File: config.mk
export PLATFORM = sky130hd
export DESIGN_NAME = bitnet_dot_seq
export DESIGN_NICKNAME = d
export VERILOG_FILES = /design/src/rtl/bitnet_pkg.sv /design/src/rtl/bitnet_dot_step.sv /design/src/rtl/bitnet_dot_seq.sv
export SDC_FILE = /design/constraint.sdc
export NUM_CORES = 1
export LEC_CHECK = 0
export CAP_MARGIN = 5
export CORE_MARGIN = 1
export CORE_UTILIZATION = 60
export CTS_CLUSTER_DIAMETER = 80
export DETAILED_ROUTE_END_ITERATION = 10
export DONT_BUFFER_PORTS = 1
export PLACE_DENSITY_LB_ADDON = 0.05
export SYNTH_ARGS = -nofsm -noshare
export SYNTH_HDL_FRONTEND = slang
export SYNTH_SLANG_ARGS = --single-unit
File: constraint.sdc
create_clock -name clk -period 4.4 [get_ports clk]
set_input_delay 0.66 -clock clk [delete_from_list [all_inputs] [get_ports clk]]
set_output_delay 0.66 -clock clk [all_outputs]
set_load 0.02 [all_outputs]
File: src/rtl/bitnet_pkg.sv
// Shared types and constants for the BitNet FMA lane: sequencer states,
// accumulator limits and the FP4 E3M0 weight field layout.
package bitnet_pkg;

  typedef enum logic [1:0] {
    IDLE = 2'd0,
    RUN  = 2'd1,
    DONE = 2'd2
  } state_e;

  localparam int ACC_MIN = -32768;
  localparam int ACC_MAX = 32767;

  localparam int E3M0_SIGN    = 3;
  localparam int E3M0_EXP_MSB = 2;
  localparam int E3M0_EXP_LSB = 0;

endpackage

File: src/rtl/bitnet_dot_step.sv
// One saturating multiply-add step: acc +/- (a << exp), clamped to 16 bits.
// An all-zero weight is the only encoding that leaves acc untouched.
import bitnet_pkg::*;

module bitnet_dot_step (
  input  logic [7:0]  a,
  input  logic [3:0]  b,
  input  logic [15:0] acc,
  output logic [15:0] nxt,
  output logic        clamp
);

  logic [15:0] sh;
  logic [16:0] sum;
  int          sum_i;

  always_comb begin
    // NOTE: every output gets a default first so no path can infer a latch.
    nxt   = acc;
    clamp = 1'b0;
    // |a << 7| stays inside 16 bits, so the shifted operand is exact.
    sh    = {{8{a[7]}}, a} << b[E3M0_EXP_MSB:E3M0_EXP_LSB];
    sum   = b[E3M0_SIGN] ? ({acc[15], acc} - {sh[15], sh})
                         : ({acc[15], acc} + {sh[15], sh});
    sum_i = int'($signed(sum));
    if (b != 4'b0000) begin
      if (sum_i > ACC_MAX) begin
        nxt   = 16'(ACC_MAX);
        clamp = 1'b1;
      end else if (sum_i < ACC_MIN) begin
        nxt   = 16'(ACC_MIN);
        clamp = 1'b1;
      end else begin
        nxt   = sum[15:0];
      end
    end
  end

endmodule

File: src/rtl/bitnet_dot_seq.sv
// Command/operand sequencer for one BitNet FMA lane: loads the bias, streams
// cmd_len operand beats through the step unit and hands the result downstream.
import bitnet_pkg::*;

module bitnet_dot_seq #(
  parameter int LEN_W = 10
) (
  input  logic             clk,
  input  logic             reset,
  input  logic             cmd_valid,
  output logic             cmd_ready,
  input  logic [LEN_W-1:0] cmd_len,
  input  logic [15:0]      cmd_bias,
  input  logic             in_valid,
  output logic             in_ready,
  input  logic [7:0]       in_a,
  input  logic [3:0]       in_b,
  input  logic             abort,
  output logic             out_valid,
  input  logic             out_ready,
  output logic [15:0]      out_data,
  output logic             out_sat,
  output logic             busy
);

  localparam logic [LEN_W-1:0] CNT_ONE = LEN_W'(1);

  state_e           state;
  logic [LEN_W-1:0] cnt;
  logic [15:0]      acc;
  logic             sat;
  logic [15:0]      step_nxt;
  logic             step_clamp;

  bitnet_dot_step u_step (
    .a     (in_a),
    .b     (in_b),
    .acc   (acc),
    .nxt   (step_nxt),
    .clamp (step_clamp)
  );

  // NOTE: registered state uses non-blocking assignments only.
  always_ff @(posedge clk or posedge reset) begin
    if (reset) begin
      state <= IDLE;
      cnt   <= '0;
      acc   <= '0;
      sat   <= 1'b0;
    end else begin
      case (state)
        IDLE: begin
          if (cmd_valid) begin
            acc   <= cmd_bias;
            cnt   <= cmd_len;
            sat   <= 1'b0;
            state <= (cmd_len == '0) ? DONE : RUN;
          end
        end
        RUN: begin
          // Abort wins over a beat offered in the same cycle.
          if (abort) begin
            state <= IDLE;
          end else if (in_valid) begin
            acc <= step_nxt;
            cnt <= cnt - CNT_ONE;
            sat <= sat | step_clamp;
            if (cnt == CNT_ONE) state <= DONE;
          end
        end
        DONE: begin
          if (out_ready) state <= IDLE;
        end
        default: state <= IDLE;
      endcase
    end
  end

  assign cmd_ready = (state == IDLE);
  assign in_ready  = (state == RUN) && !abort;
  assign out_valid = (state == DONE);
  assign out_data  = acc;
  assign out_sat   = sat;
  assign busy      = (state != IDLE);

endmodule
Word level (Yosys, flattened, before mapping)

Index checks and enable logic that the tools add are counted.

Memories: 0
Logic and storage cells: 57
Memory bits (read-only): 0
Latch bits: 0
Memory bits (writable): 0
Register bits after elaboration: 29

Divide/modulo/power cells: 0
Bitwise operators: 1
Magnitude comparators: 2
Reduce and logical (&&, ||, !) cells: 10
Multiplexer cells: 26
Multiply operators: 0
Shifts and indexed selects: 1
Add/subtract/negate cells: 3
Equality and inequality tests: 10

Operators with widths:

| kind                  | number |
|---|---|
| $mux 16               | 6 |
| $pmux 16 s2           | 1 |
| $mux 10               | 3 |
| $pmux 10 s2           | 1 |
| $add 16x16->17        | 1 |
| $gt 17x16->1 const B  | 1 |
| $lt 17x16->1 const B  | 1 |
| $mux 17               | 1 |
| $sub 16x16->17        | 1 |
| $shl 16x3->16         | 1 |
| $mux 2                | 6 |
| $eq 10x1->1 const B   | 1 |
| $logic_not 10->1      | 1 |
| $sub 10x1->10 const B | 1 |
| $reduce_and 4->1      | 2 |
| $mux 1                | 6 |
| $ne 2x2->1 const B    | 3 |
| $ne 3x3->1 const B    | 2 |
| $pmux 2 s3            | 1 |
| $reduce_and 5->1      | 1 |
| $ne 2x1->1 const B    | 2 |
| $reduce_bool 2->1     | 2 |
| $reduce_bool 4->1     | 1 |
| $eq 2x1->1 const B    | 1 |
| other kinds (6)       | 6 |

Longest topological paths before layout

Depth in word-level cells: 11
Mapped depth: 20
Mapped depth without buffers: 19

By module

From an unflattened synthesis, not the netlist that was laid out.

Cells, all modules: 523
Area total of the unflattened synthesis: 3764.9 um^2

By module, submodules not included:

| module          | cells each | area an instance (um^2) | instances |
|---|---|---|---|
| bitnet_dot_step | 337        | 2232.1                  | 1 |
| bitnet_dot_seq  | 186        | 1532.7                  | 1 |

Least setup slack after synthesis

No wires, ideal clock.

Path type: input -> register
Start point: in in_b[2]
End point: reg acc[0] (netlist: out_data[0])
Path buffers: 2
Setup time: 0.135 ns
Data required time: 4.265 ns
Stages on the path: 19
Path slack: -0.152 ns
Arrival: 4.416 ns
Cell sequence: clkbuf_1 -> clkbuf_1 -> nor3_1 -> inv_1 -> ha_1 -> nor2b_1 -> nor3_1 -> a21oi_1 -> nor2_1 -> a221o_1 -> ha_1 -> o211ai_1 -> a21oi_1 -> o211ai_1 -> a21oi_1 -> mux2i_1 -> nand4_2 -> nand2_1 -> o311ai_1

Cells in the longest elaborated chain, start to end: 10
Elaborated cells on any way between the ends: 15
Those cells by class: add/sub (2); order compare (2); eq/ne (1); shift (1); mux (7); reduce/logical (2)

Ends and longest elaborated chain:

| what                                             | RTL line                                     | source |
|---|---|---|
| from (decl)                                      | bitnet_dot_seq.sv:17                         | `input logic [3:0] in_b,` |
| $shl 16x3->16                                    | bitnet_dot_step.sv:22                        | `sh = {{8{a[7]}}, a} << b[E3M0_EXP_MSB:E3M0_EXP_LSB];` |
| $add 16x16->17 or $sub 16x16->17 (tied branches) | bitnet_dot_step.sv:24, bitnet_dot_step.sv:23 |  |
| $mux 17                                          | bitnet_dot_step.sv:23                        | `sum = b[E3M0_SIGN] ? ({acc[15], acc} - {sh[15], sh})` |
| $lt 17x16->1                                     | bitnet_dot_step.sv:30                        | `end else if (sum_i < ACC_MIN) begin` |
| $mux 16                                          | bitnet_dot_step.sv:30                        |  |
| $mux 16                                          | bitnet_dot_step.sv:27                        | `if (sum_i > ACC_MAX) begin` |
| $mux 16                                          | bitnet_dot_step.sv:26                        | `if (b != 4'b0000) begin` |
| $mux 16                                          | bitnet_dot_seq.sv:64                         | `end else if (in_valid) begin` |
| $mux 16                                          | bitnet_dot_seq.sv:62                         | `if (abort) begin` |
| $pmux 16 s2                                      | bitnet_dot_seq.sv:51                         | `case (state)` |
| to (signal assigned)                             | bitnet_dot_seq.sv:54                         | `acc <= cmd_bias;` |
| to (signal assigned)                             | bitnet_dot_seq.sv:65                         | `acc <= step_nxt;` |
| to (decl)                                        | bitnet_dot_seq.sv:30                         | `logic [15:0] acc;` |

Parallel ways exist; a longest one is shown, timed or not. The select of a mux whose other input is x is not followed.
A chain may end at the register's enable or synchronous reset.

Worst setup path after layout

Start point: in in_b[0]
End point: reg acc[6] (netlist: out_data[6])

Same word-level chain as after synthesis.

==> metrics.yaml <==
cts.clk_slew.worst_paths_ns: 0.07
vias: 3685
firstDrtPassIters: 5
path_delay_family: "compound AO/OA/AOI/OAI gates"
hold_viol_final: 0
hpwl_um: 7490
avgRoutedWirePerCell_um: 17.8
dieArea_um2: 6160
ant_nets: 0
area_growth_syn_to_layout_pct: 11.6
netlist_area_um2: 3510
gp_congestion: 0.940
path_class: "input pin to flip-flop"
placed_cell_area_um2: 3780
die_w_um: 78.5
synth_edf_count: 0
nets: 548
drive_gt1_frac: 0.136
grt_first_pass_wirelength_um: 16700
fin_setup_tns_ns: 0
worst-endpoint-required_ns: 4.59
hp-class: "input pin to asynchronous set/reset pin"
finalCritPeriodShare: 0.937
grt-ovfl-total: 0
finalMaxSlewViolations: 0
synth_seq_area_share: 0.207
synth.area.top_cells: "dfrtp_1 21%, a21oi_1 7.4%, ha_1 6.8%"
end_kind: "flip-flop"
relSlewSlack: 0.562
clockBufferDepth: 2
syn-num-nets: 533
leakagePower_nw: 1.60
clock_latency_ns: 0.29
critPathBufInv: 2
final.min_clock_period_ns: 4.12
floorplan.initialDensity: 0.630
yosysTopAreaCell: "dfrtp_1"
cts_tree: "yes"
cp_max_fo: 28
ios: 65
fin_worst_skew_ns: 0.00451
synth_cells: 469
die_y_um: 78.5
async_flop_share: 1.00
h-tree-depth: 2
ys_seq_elements: 29
io_buffers: 0
ys.flop_type: "dfrtp_1"
crit_cells: 19
grt_max_degree: 41
path_cells: "mux4_2 -> nor2_1 -> o2111ai_1 -> a21oi_1 -> and3b_1 -> o21ai_1 -> nand2_1 -> xnor2_1 -> ha_1 -> and2_4 -> a221o_1 -> a31o_2 -> a31oi_4 -> buf_4 -> a21oi_4 -> nand4_2 -> buf_4 -> nand2_1 -> o311ai_1"
ir_worst_vdd_uv: 588
antenna_cells: 0
worstPathArrival_ns: 4.31
synth_cell_type_count: 63
reg2reg_from: "out_data[4]"
worstSetupStartpointType: "input pin"
rsz0062_at_grt: "no"
first_iter_violations: 267
drc_errors: 0
setup_violations: 0
r2r_cells: 12
routed_via_density: 6.62
cts.sinks: 29
crit_slowest_cell: "mux4_2"
cpPeakStageDelay_ns: 0.47
grt_pass1_vias: 3508
core_area_um2: 5570
status: "completed"
ff2ff_setup_slack_ns: 1.36
avgSynthCellArea_um2: 7.49
ctsRootBufferMaster: "clkbuf_8"
totalWireLength_um: 9920
post_cts_buffers: 0
power_density_nw_per_um2: 803
max_cap_violations: 0
worstMarginPinSlew_ns: 0.658
utilization: 0.703
antenna_found_initial: 0
yosysTopAreaCellShare: 0.207
cts_hold_buf: 0
grt_use_total: 0.342
ctsResizeCount: 0
rows: 27
r2r_end: "out_data[10]"
cts_buffers: 5
yosys_warnings: 0
fin_area_um2: 3920
fmax_mhz: 242
==> cells in the mapped netlist, drive strengths merged, types with 7 or more instances <==
cell type	count
dfrtp	29
mux2i	8
nor3	17
a31oi	7
nand4	7
o21ai	39
nand3	17
xnor2	20
nand2	31
a21oi	52
nor2	59
a211oi	8
o211ai	10
clkbuf	20
inv	16
ha	19
nand2b	11
nor2b	9
==> how the worst max path moves through the flow <==
stage,start,end,slack [ns]
global route,in_b[0],out_data[6],0.02
finish,in_b[0],out_data[6],0.28
CTS,in_b[0],out_data[10],0.14
floorplan,in_b[2],out_data[0],0.004
detailed placement,in_b[0],out_data[5],-0.07
global placement,in_b[0],out_data[10],0.006
==> registers in the layout, summed over array words and instances (netlist names) <==
| name | flops |
|---|---|
| out_data | 16 |
| out_sat | 1 |
| cnt | 10 |
| state | 2 |
==> report_power, final <==
part | internal [mW] | switching [mW] | total (mW)
sequential | 0.405 | 0.261 | 0.666
clock | 0.184 | 0.116 | 0.300
combinational | 0.944 | 1.24 | 2.18
total | 1.53 | 1.61 | 3.14
==> final cells by class <==
type | instances | area [µm²]
inverter | 16 | 60.1
clock buffer | 6 | 82.6
fill | 487 | 1660
clock inverter | 2 | 37.5
timing repair buffer | 32 | 253
sequential | 29 | 726
tap | 72 | 90.1
multi-input combinational | 400 | 2670
==> layout by cell type (no fill, tap or decap), drive strengths merged, types with 7 or more instances in the layout <==
master	instances
nor3	17
dfrtp	29
ha	19
a211oi	8
inv	16
nand3	17
a21oi	52
nand2	31
o21ai	39
o211ai	10
nand4	7
nor2b	9
buf	32
a31oi	7
nand2b	11
mux2i	8
xnor2	20
nor2	59
==> logic make-up after synthesis <==
family          after synthesis  share of synthesized area
simple gates                176                      0.252
mux                          15                     0.0559
buf+inv                      40                     0.0474
compound gates              164                      0.302
fa+ha+maj                    20                     0.0734
flops                        29                      0.207
xor+xnor                     25                     0.0624
==> metrics by stage <==
step	hold WS [ns]	setup slack (ns)	cells	total power [mW]
after floorplan	0.471	0.00394	469	2.15
final	0.316	0.276	557	3.14
after global routing	0.360	0.0215	557	3.41
after CTS	0.338	0.144	557	3.10
after global placement	0.496	0.00551	549	2.72
after detailed placement	0.506	-0.0664	549	2.78
==> per-layer routing <==
layer  track usage  vias up  wire (µm)
li1              -     1775          -
met1         0.478     1711       4220
met2         0.552      174       4740
met3        0.0477       25        793
met4        0.0907        0        170
met5             0        -          0
Note: power is estimated with default switching activity, not from simulation.
